### src/rtl/mips8_cpu_core.sv
// mips8_cpu_core: multicycle MIPS-style CPU with 32-bit instructions and an 8-bit datapath.
// A FETCH/DECODE/EXEC/MEM sequencer drives two synchronous RAMs through Moore-decoded strobes.
module mips8_cpu_core #(
  parameter int RF_DEPTH = 32
) (
  input  logic        clk,
  input  logic        reset,
  output logic        rden,
  output logic [7:0]  address,
  input  logic [31:0] command,
  output logic        rden_dm,
  output logic [7:0]  rdaddress_dm,
  input  logic [7:0]  read_data_dm,
  output logic        wren_dm,
  output logic [7:0]  wraddress_dm,
  output logic [7:0]  write_data_dm
);

  localparam logic [5:0] OP_RTYPE = 6'h00;
  localparam logic [5:0] OP_J     = 6'h02;
  localparam logic [5:0] OP_BEQ   = 6'h04;
  localparam logic [5:0] OP_ADDI  = 6'h08;
  localparam logic [5:0] OP_LW    = 6'h23;
  localparam logic [5:0] OP_SW    = 6'h2B;

  localparam logic [5:0] FN_ADD = 6'h20;
  localparam logic [5:0] FN_SUB = 6'h22;
  localparam logic [5:0] FN_AND = 6'h24;
  localparam logic [5:0] FN_OR  = 6'h25;
  localparam logic [5:0] FN_SLT = 6'h2A;

  typedef enum logic [1:0] {S_FETCH, S_DECODE, S_EXEC, S_MEM} state_t;

  state_t      state_q, state_d;
  logic [7:0]  pc_q, pc_d;
  logic [31:0] ir_q, ir_d;
  logic [7:0]  a_q, a_d;
  logic [7:0]  b_q, b_d;
  logic [7:0]  rf_q [RF_DEPTH];
  logic [7:0]  rf_d [RF_DEPTH];

  logic [5:0]  op;
  logic [5:0]  funct;
  logic [4:0]  rt;
  logic [4:0]  rd;
  logic [7:0]  imm8;
  logic [7:0]  ea;
  logic [8:0]  alu_out;
  logic        wr_en;
  logic [4:0]  wr_idx;
  logic [7:0]  wr_val;
  logic        unused_ir;

  function automatic logic slt8(input logic [7:0] x, input logic [7:0] y);
    logic signed [7:0] sx;
    logic signed [7:0] sy;
    sx = signed'(x);
    sy = signed'(y);
    return (sx < sy);
  endfunction

  // Returns {valid, result}; valid=0 marks an unsupported funct (treated as NOP).
  function automatic logic [8:0] alu_r(input logic [5:0] fn, input logic [7:0] x,
                                       input logic [7:0] y);
    case (fn)
      FN_ADD:  return {1'b1, 8'(x + y)};
      FN_SUB:  return {1'b1, 8'(x - y)};
      FN_AND:  return {1'b1, x & y};
      FN_OR:   return {1'b1, x | y};
      FN_SLT:  return {1'b1, 7'd0, slt8(x, y)};
      default: return 9'd0;
    endcase
  endfunction

  assign op      = ir_q[31:26];
  assign rt      = ir_q[20:16];
  assign rd      = ir_q[15:11];
  assign funct   = ir_q[5:0];
  assign imm8    = ir_q[7:0];
  assign ea      = a_q + imm8;
  assign alu_out = alu_r(funct, a_q, b_q);

  // rs index is consumed in DECODE straight from command; shamt and imm[10:8] are unused.
  assign unused_ir = ^{ir_q[25:21], ir_q[10:8]};

  always_comb begin
    state_d = state_q;
    pc_d    = pc_q;
    ir_d    = ir_q;
    a_d     = a_q;
    b_d     = b_q;
    rf_d    = rf_q;
    wr_en   = 1'b0;
    wr_idx  = 5'd0;
    wr_val  = 8'd0;

    case (state_q)
      S_FETCH: state_d = S_DECODE;
      S_DECODE: begin
        ir_d    = command;
        a_d     = rf_q[command[25:21]];
        b_d     = rf_q[command[20:16]];
        pc_d    = pc_q + 8'd1;
        state_d = S_EXEC;
      end
      S_EXEC: begin
        state_d = S_FETCH;
        case (op)
          OP_RTYPE: begin
            wr_en  = alu_out[8];
            wr_idx = rd;
            wr_val = alu_out[7:0];
          end
          OP_ADDI: begin
            wr_en  = 1'b1;
            wr_idx = rt;
            wr_val = ea;
          end
          OP_LW:   state_d = S_MEM;
          OP_BEQ:  if (a_q == b_q) pc_d = pc_q + imm8;
          OP_J:    pc_d = ir_q[7:0];
          default: ;
        endcase
      end
      S_MEM: begin
        wr_en   = 1'b1;
        wr_idx  = rt;
        wr_val  = read_data_dm;
        state_d = S_FETCH;
      end
      default: state_d = S_FETCH;
    endcase

    // r0 is never written, so it stays at its reset value of zero.
    if (wr_en && (wr_idx != 5'd0)) rf_d[wr_idx] = wr_val;
  end

  always_ff @(posedge clk or negedge reset) begin
    if (!reset) begin
      state_q <= S_FETCH;
      pc_q    <= '0;
      ir_q    <= '0;
      a_q     <= '0;
      b_q     <= '0;
      for (int i = 0; i < RF_DEPTH; i++) rf_q[i] <= '0;
    end else begin
      state_q <= state_d;
      pc_q    <= pc_d;
      ir_q    <= ir_d;
      a_q     <= a_d;
      b_q     <= b_d;
      for (int i = 0; i < RF_DEPTH; i++) rf_q[i] <= rf_d[i];
    end
  end

  // Strobes are gated by reset so nothing fires while reset is held, even though state is FETCH.
  assign rden          = reset && (state_q == S_FETCH);
  assign address       = pc_q;
  assign rden_dm       = reset && (state_q == S_EXEC) && (op == OP_LW);
  assign rdaddress_dm  = rden_dm ? ea : 8'd0;
  assign wren_dm       = reset && (state_q == S_EXEC) && (op == OP_SW);
  assign wraddress_dm  = wren_dm ? ea : 8'd0;
  assign write_data_dm = wren_dm ? b_q : 8'd0;

endmodule

### config.mk
export PLATFORM = sky130hd
export DESIGN_NAME = mips8_cpu_core
export DESIGN_NICKNAME = d
export VERILOG_FILES = /design/src/rtl/mips8_cpu_core.sv
export SDC_FILE = /design/constraint.sdc
export NUM_CORES = 1
export LEC_CHECK = 0
export ABC_CLOCK_PERIOD_IN_PS = 3900
export CAP_MARGIN = 10
export CORE_ASPECT_RATIO = 0.7
export CORE_MARGIN = 1
export CORE_UTILIZATION = 64
export CTS_BUF_LIST = sky130_fd_sc_hd__clkbuf_2
export CTS_CLUSTER_SIZE = 16
export DETAILED_ROUTE_END_ITERATION = 7
export MAX_ROUTING_LAYER = met4
export PLACE_DENSITY = 0.9
export SLEW_MARGIN = 25
export SYNTH_ARGS = -nofsm -noshare
export SYNTH_HDL_FRONTEND = slang
export SYNTH_SLANG_ARGS = --single-unit
### constraint.sdc
create_clock -name clk -period 3.9 [get_ports clk]
set_input_delay 1.17 -clock clk [delete_from_list [all_inputs] [get_ports clk]]
set_output_delay 1.17 -clock clk [all_outputs]
set_load 0.02 [all_outputs]
== Word level (Yosys, flattened, before mapping) ==
Index checks and enable logic that the tools add are counted.

* Output and inout port bits: 35
* Register bits after elaboration: 314

* Eq/ne operators: 16
* $lt $le $gt $ge: 5
* Reductions and logical operators: 11
* Add/sub/neg operators: 5
* Muxes and demuxes: 24
* Bitwise operators: 5

{| class="wikitable"
|+ Operator list
! kind !! count
|-
| $bwmux 256 || 1
|-
| $bmux 8 s5 || 2
|-
| $mux 8 || 9
|-
| $pmux 8 s2 || 4
|-
| $pmux 9 s5 || 1
|-
| $eq 6x6->1 const B || 7
|-
| $demux 8 s5 || 1
|-
| $add 8x8->8 || 3
|-
| $pmux 5 s2 || 2
|-
| $ge 6x6->1 const B || 3
|-
| $not 5->6 || 3
|-
| $add 8x1->8 const B || 1
|-
| $and 8x8->8 || 1
|-
| $eq 8x8->1 || 1
|-
| $lt 8x8->1 || 1
|-
| $or 8x8->8 || 1
|-
| $pmux 2 s4 || 1
|-
| $sub 8x8->8 || 1
|-
| $eq 6x2->1 const B || 1
|-
| $eq 6x3->1 const B || 1
|-
| $eq 6x4->1 const B || 1
|-
| $logic_and 1x1->1 || 6
|-
| $logic_not 6->1 || 1
|-
| $lt 6x1->1 const B || 1
|-
| other kinds (10) || 12
|}

== Longest topological paths before layout ==
Gate-level depths: netlist of run 1.

* Depth after elaboration: 9
* Gate-level depth with buffers: 12
* Depth with buffers taken out: 10

== Worst setup path before layout of run 1 ==
Ideal clock, no wire load.

* Kind: in2reg
* From: input command[21]
* To: register a_q[5]
* Data arrival time: 3.131 ns
* Path slack: 0.633 ns
* Stages: 6
* Path through: buf_2 > buf_1 > mux4_2 > mux4_2 > mux2i_1 > a21oi_1

* Longest elaborated chain between the ends: 4

{| class="wikitable"
|+ Ends and longest elaborated chain
! what !! RTL line !! RTL
|-
| start, declared || 10 || <nowiki>input logic [31:0] command,</nowiki>
|-
| $not 5->6 (not written as such) || 101 || <nowiki>a_d = rf_q[command[25:21]];</nowiki>
|-
| $bmux 8 s5 || 101 ||
|-
| $mux 8 (not written as such) (2 in a row) || 101 ||
|-
| end signal, assigned || 143 || <nowiki>a_q <= '0;</nowiki>
|-
| end signal, assigned || 150 || <nowiki>a_q <= a_d;</nowiki>
|-
| end, declared || 37 || <nowiki>logic [7:0] a_q, a_d;</nowiki>
|}

Every way passes these cells. The select of a mux whose other input is x is not followed.
A chain may end at the register's enable or synchronous reset.

== Worst setup path after layout of run 1 ==
* From: register a_q[4]
* To: output rdaddress_dm[5]

* Longest elaborated chain between the ends: 2

{| class="wikitable"
|+ Ends and longest elaborated chain
! what !! RTL line !! RTL
|-
| $add 8x8->8 || 80 || <nowiki>assign ea = a_q + imm8;</nowiki>
|-
| $mux 8 || 160 || <nowiki>assign rdaddress_dm = rden_dm ? ea : 8'd0;</nowiki>
|-
| end, declared || 12 || <nowiki>output logic [7:0] rdaddress_dm,</nowiki>
|}

Every way passes these cells.

==> results of run 1 <==
## routing by layer
metal  share of wire (%)  vias up  global-route usage (%)
met5                   0        -                       -
met4                 3.5        0                    15.6
met3                  11      200                    10.2
met2                  47      955                    57.1
met1                  39     6969                    51.8
li1                    -     5644                       -
## layout make-up
| type | instances | area, um2 |
|---|---|---|
| Multi-Input combinational cell | 981 | 9920 |
| Sequential cell | 306 | 7660 |
| Fill cell | 1799 | 7590 |
| Timing Repair Buffer | 154 | 1370 |
| Clock buffer | 105 | 526 |
| Tap cell | 371 | 464 |
| Inverter | 45 | 171 |
| Clock inverter | 21 | 109 |
| Antenna cell | 3 | 7.51 |
## stage by stage
stage / hold WS [ns] / total power, mW
6_report: 0.408 / 12.1
5_1_grt: 0.421 / 12.7
4_1_cts: 0.408 / 11.7
3_5_place_dp: 0.383 / 9.13
3_3_place_gp: 0.376 / 8.85
2_1_floorplan: 0.441 / 7.65
## cells by family after synthesis
| logic type | Yosys count | share of synthesized area, % |
|---|---|---|
| AOI/OAI and AO/OA | 248 | 8.15 |
| xor gates and xnor gates | 19 | 0.918 |
| adders and majority gates | 50 | 3.62 |
| buffers and inverters | 168 | 4.46 |
| DFF | 306 | 42.3 |
| muxes | 338 | 31.0 |
| and+or+nand+nor | 326 | 9.56 |
## what timing repair did
action	in CTS	in global routing
endpoints found under the setup margin	26	26
pin swaps	17	12
endpoints found under the hold margin	2	0
gates resized for setup	133	32
buffers inserted	11	6
hold buffers	1	0
gates cloned	1	0
## critical path, stage by stage, from the launching register on
cell and delay, ns:
dfrtp_2 0.49, ha_4 0.35, nand3_1 0.12, nor2_2 0.20, a211oi_4 0.08, buf_4 0.15, xnor2_2 0.23, nor2_1 0.07
buf_2 0.16
## registers in the layout (all words and copies together) (netlist names)
signal   count
rf_q       256
ir_q        24
a_q          8
address      8
b_q          8
state_q      2
## synthesized netlist by cell type (all sizes together), types with 4 or more instances
cell,instances,area (um2)
buf,60,402
o22ai,6,43.8
a21oi,121,606
nand3b,5,37.5
a211oi,7,52.6
nand4,4,25.0
o211ai,7,52.6
nor2b,6,37.5
fa,4,80.1
nand2,77,309
o21ai,69,360
o21a,4,30.0
o21bai,4,30.0
xor2,4,35.0
nand3,23,128
nor4,8,161
mux2i,28,280
nor3,18,160
and2,7,43.8
inv,45,169
and3,7,43.8
xnor2,15,131
nor2,149,559
mux4,160,3600
or3,4,45.0
a221oi,4,35.0
mux2,150,1740
dfrtp,306,7660
ha,46,576
clkbuf,63,238
nor4b,4,71.3
## path summary, 6_finish.rpt
kind	start	end	depth (start not counted)	slack, ns
min in group asynchronous	reset	ir_q[5]	2	0.58
setup / recovery	a_q[4]	rdaddress_dm[5]	8	-0.05
hold / removal	rf_q[248]	rf_q[248]	0	0.41
max in group asynchronous	reset	rf_q[216]	4	1.69
setup reg to reg	state_q[0]	rf_q[123]	9	0.28
hold reg to reg	rf_q[248]	rf_q[248]	0	0.41
## power by group through the flow
stage,combinational [mW],sequential [mW],clock (mW)
global route,6.05,4.36,2.31
detailed placement,4.82,4.31,0
floorplan,3.49,4.16,0
CTS,5.26,4.26,2.16
global placement,4.60,4.25,0
finish,5.68,4.30,2.16
==> results.cfg, run 1 <==
[timing]
final_max_slew_viol_count = 0
slew_headroom_pct = 38.2
fin_skew_ns = 0.0668
tightest_slew_ns = 0.927
setup_viol = 8
rsz0062_at_grt = yes
finalHoldViolCount = 0
setup_tns_ns = -0.191
fin_crit_ns = 3.95
timing.final.ws_setup_ns = -0.0486
max_freq_ghz = 0.253
finalCritPeriodShare_pct = 101

[placed_design]
placed_cells = 1839
routabilityCongestion = 0.993
numPortBuffers = 73
dpl.hpwl_um = 34800
place_area_um2 = 19300
dp_slack_ns = 0.237

[synth]
syn-num-nets = 1547
ys_seq_area_share_pct = 42.3
synthFlopType = dfrtp_1
synth_cell_type_count = 80
synth_edf_count = 0
synthArstFlopShare_pct = 100
ys_ff_latch = 306
ys_warn_count = 0
netlist_instances = 1455
synth_area_um2 = 18100
syn_area_per_cell_um2 = 12.5

[cts]
cts_buffers = 72
clkTransAtPathRegs_ns = 0.12
insertion_delay_ns = 0.95
cts_root_buf = clkbuf_2
cts.htree.levels = 3
cts_buffer_depth = 3
clock_sinks = 306
cts_tree = done

[floorplan]
num_rows = 51
start_util_pct = 65.1
die_h_um = 143
ios = 77
dieArea_um2 = 29000
chipWidth_um = 203
fp.coreArea_um2 = 27800

[power_and_ir_drop]
p_sw_share_pct = 42.4
power.leakage_nw = 8.46
powerDensity_nw_per_um2 = 600
switchingPower_mw = 5.15
comb_power_share_pct = 46.8
ir_drop_mv = 0.345
p_seq_share_pct = 35.4
p_clk_share_pct = 17.8
p_int_mw = 6.99

[worst_setup_path]
criticalPathCategory = reg -> out
start_kind = register
critPathRequiredTime_ns = 2.73
crit_arrival_ns = 2.78
critPathMaxFanout = 5
end_kind = output pin

[global_routing]
grt_max_degree = 166
overflow = 0
antenna_found_initial = 3
track_usage_pct = 38.7
grt_first_pass_wirelength_um = 80900
grt_pass1_vias = 13900

[final_layout]
finalNetCount = 1652
stdcell_area_um2 = 20200
final_common_cell = dfrtp_1
syn_to_final_growth_pct = 11.6
utilization_pct = 72.7
final_cells = 1986
final_cell_mix = dfrtp_1 (304), mux4_2 (160), nor2_1 (146)
drive_above_1_share_pct = 37.7

[drt]
first_pass_iters = 6
via_per_inst = 6.93
drc_errors = 0
wl_per_cell_um = 26.3
num_vias = 13800
wirelength_um = 52300
route.antenna.remaining_nets = 0
drt_iter0_drc = 1888

[min_path]
hold_path_class = reg -> reg

[run_status]
violations = negative setup slack
outcome = finished with violations

[run]
cap_viol_max_count = 0
(Power assumes the default switching activity.)
==> run 2, diff against run 1 <==
--- a/config.mk
+++ b/config.mk
@@ -14,8 +14,7 @@
 export CTS_CLUSTER_SIZE = 16
 export DETAILED_ROUTE_END_ITERATION = 7
 export MAX_ROUTING_LAYER = met4
-export PLACE_DENSITY = 0.9
-export SLEW_MARGIN = 25
+export PLACE_DENSITY = 0.95
 export SYNTH_ARGS = -nofsm -noshare
 export SYNTH_HDL_FRONTEND = slang
 export SYNTH_SLANG_ARGS = --single-unit
==> run 2 against run 1 <==
Against the previous run:
- the run still ends with negative setup slack left
- first-iteration DRC count grew 0.69%
- setup slack lost 0.19 ns
- clock power grew 7%
- sequential power grew 0.9%
- sequential share of layout area shrank 0.57 points
- routed wire length grew 2.5%
- die area is the same
- utilization grew 1.1 points
- worst hold slack gained 0.0033 ns
- largest cell class unchanged
- highest routed layer unchanged
==> results.cfg, run 2 (synthesized netlist as in run 1, its figures left out) <==
[cts]
cts_buffer_depth = 3
cts_root_buf = clkbuf_2
cts_buffers = 74
cts_tree = done
cts.htree.levels = 3
clkTransAtPathRegs_ns = 0.13
clock_sinks = 306
insertion_delay_ns = 1.07

[drt]
wirelength_um = 53600
drt_iter0_drc = 1901
dr_wl_met2_um = 24400
via_per_inst = 7.00
drc_errors = 0
wl_met3_um = 7210
first_pass_iters = 7
num_vias = 14100
maxUsedRoutingLayer = met4
wl_per_cell_um = 26.7
wl_met1_um = 19800
route.antenna.remaining_nets = 0

[floorplan]
ios = 77
chipWidth_um = 203
dieArea_um2 = 29000
start_util_pct = 65.1
die_h_um = 143
fp.coreArea_um2 = 27800
num_rows = 51

[worst_setup_path]
startpoint = ir_q[0]
r2r-start = state_q[0]
start_kind = register
ff2ff_setup_slack_ns = 0.06
endpoint = wraddress_dm[6]
critPathRequiredTime_ns = 2.73
worstReg2RegEnd = rf_q[80]
end_kind = output pin
critPathMaxFanout = 3
crit_arrival_ns = 2.97
criticalPathCategory = reg -> out
rr_worst_depth = 13

[timing]
finalHoldViolCount = 0
fin_skew_ns = 0.113
final_max_slew_viol_count = 0
max_freq_ghz = 0.242
finalCritPeriodShare_pct = 106
setup_viol = 24
timing.final.ws_setup_ns = -0.240
tightest_slew_ns = 1.29
worst_hold_slack_ns = 0.412
fin_crit_ns = 4.14
rsz0062_at_grt = yes
slew_headroom_pct = 13.7

[global_routing]
grt_first_pass_wirelength_um = 80800
grt_pass1_vias = 14000
track_usage_pct = 38.9
antenna_found_initial = 2
overflow = 0
grt_max_degree = 192

[run_status]
violations = negative setup slack
outcome = finished with violations

[run]
cap_viol_max_count = 0

[placed_design]
numPortBuffers = 73
dpl.hpwl_um = 34700
place_area_um2 = 19300
routabilityCongestion = 0.958
placed_cells = 1842

[final_layout]
final_common_cell = dfrtp_1
largest_register_ffs = 256
stdcell_area_um2 = 20500
syn_to_final_growth_pct = 13.3
largestRegisters = rf_q (256), ir_q (24)
drive_above_1_share_pct = 39.1
final_cell_mix = dfrtp_1 (304), mux4_2 (160), nor2_1 (137)
finalNetCount = 1677
regMostFlops = rf_q
final_cells = 2011

[min_path]
hold_path_class = reg -> reg

[power_and_ir_drop]
ir_drop_mv = 0.476
power.leakage_nw = 8.59
powerDensity_nw_per_um2 = 610
-- run 2: cell count changes in the layout (fill, tap and decap cells not counted), moves of 3 or more --
cell,previous run,this run
buf_2,16,7
buf_4,77,93
buf_6,6,21
clkinv_1,15,11
ha_4,6,2
nor2_1,146,137
nor2_4,0,8
xnor2_2,6,3
-- run 2: through the flow --
step / total power [mW] / utilization [%] / setup TNS [ns] / setup slack (ns)
CTS: 12.0 / 72.7 / -1.89 / -0.273
detailed placement: 9.06 / 69.4 / 0 / 0.236
global placement: 8.80 / 69.4 / 0 / 0.291
finish: 12.5 / 73.8 / -2.66 / -0.240
global route: 13.1 / 73.8 / -3.91 / -0.330
floorplan: 7.65 / - / 0 / 0.633
-- run 2: critical path, stage by stage (launching register included) --
cell      delay (ns)
dfrtp_1         0.41
ha_2            0.21
fa_2            0.39
a21oi_2         0.18
buf_4           0.14
o221ai_2        0.13
xnor2_2         0.18
nor2_1          0.10
buf_2           0.17
-- run 2: final cells by class --
cell class	count	area, um2
diodes	5	12.5
clock buffers	108	541
inverters	45	171
fillers	1700	7280
flip-flops and latches	306	7660
repair buffers	177	1640
clock inverters	18	153
well taps	371	464
multi-input cells	981	9900
-- run 2: how the worst min path moves through the flow --
stage	slack, ns	cells after the start	endpoint	startpoint
5_1_grt	0.43	0	rf_q[254]	rf_q[254]
3_5_place_dp	0.39	0	rf_q[254]	rf_q[254]
4_1_cts	0.42	2	ir_q[0]	reset
2_1_floorplan	0.44	1	rf_q[248]	rf_q[248]
6_report	0.41	0	rf_q[254]	rf_q[254]
3_3_place_gp	0.38	0	rf_q[253]	rf_q[253]
-- run 2: power by group --
part	internal [mW]	total (mW)	switching, mW	leakage (nW)
combinational	2.68	5.87	3.20	4.70
sequential	3.70	4.34	0.635	3.37
clock	0.930	2.32	1.39	0.520
total	7.31	12.5	5.22	8.59
-- run 2: routing by layer --
layer	up-vias	global-route usage, %
met5	-	-
met2	1066	56.4
met4	0	17.3
li1	5687	-
met1	7095	50.5
met3	226	12.5
-- run 2: repair_timing --
item                                   4_1_cts  5_1_grt
gates resized for setup                    150       52
buffers inserted                            26        7
gates cloned                                 1        0
pin swaps                                   14        7
hold buffers                                 1        0
setup endpoints to repair                   26       26
endpoints found under the hold margin        2        0
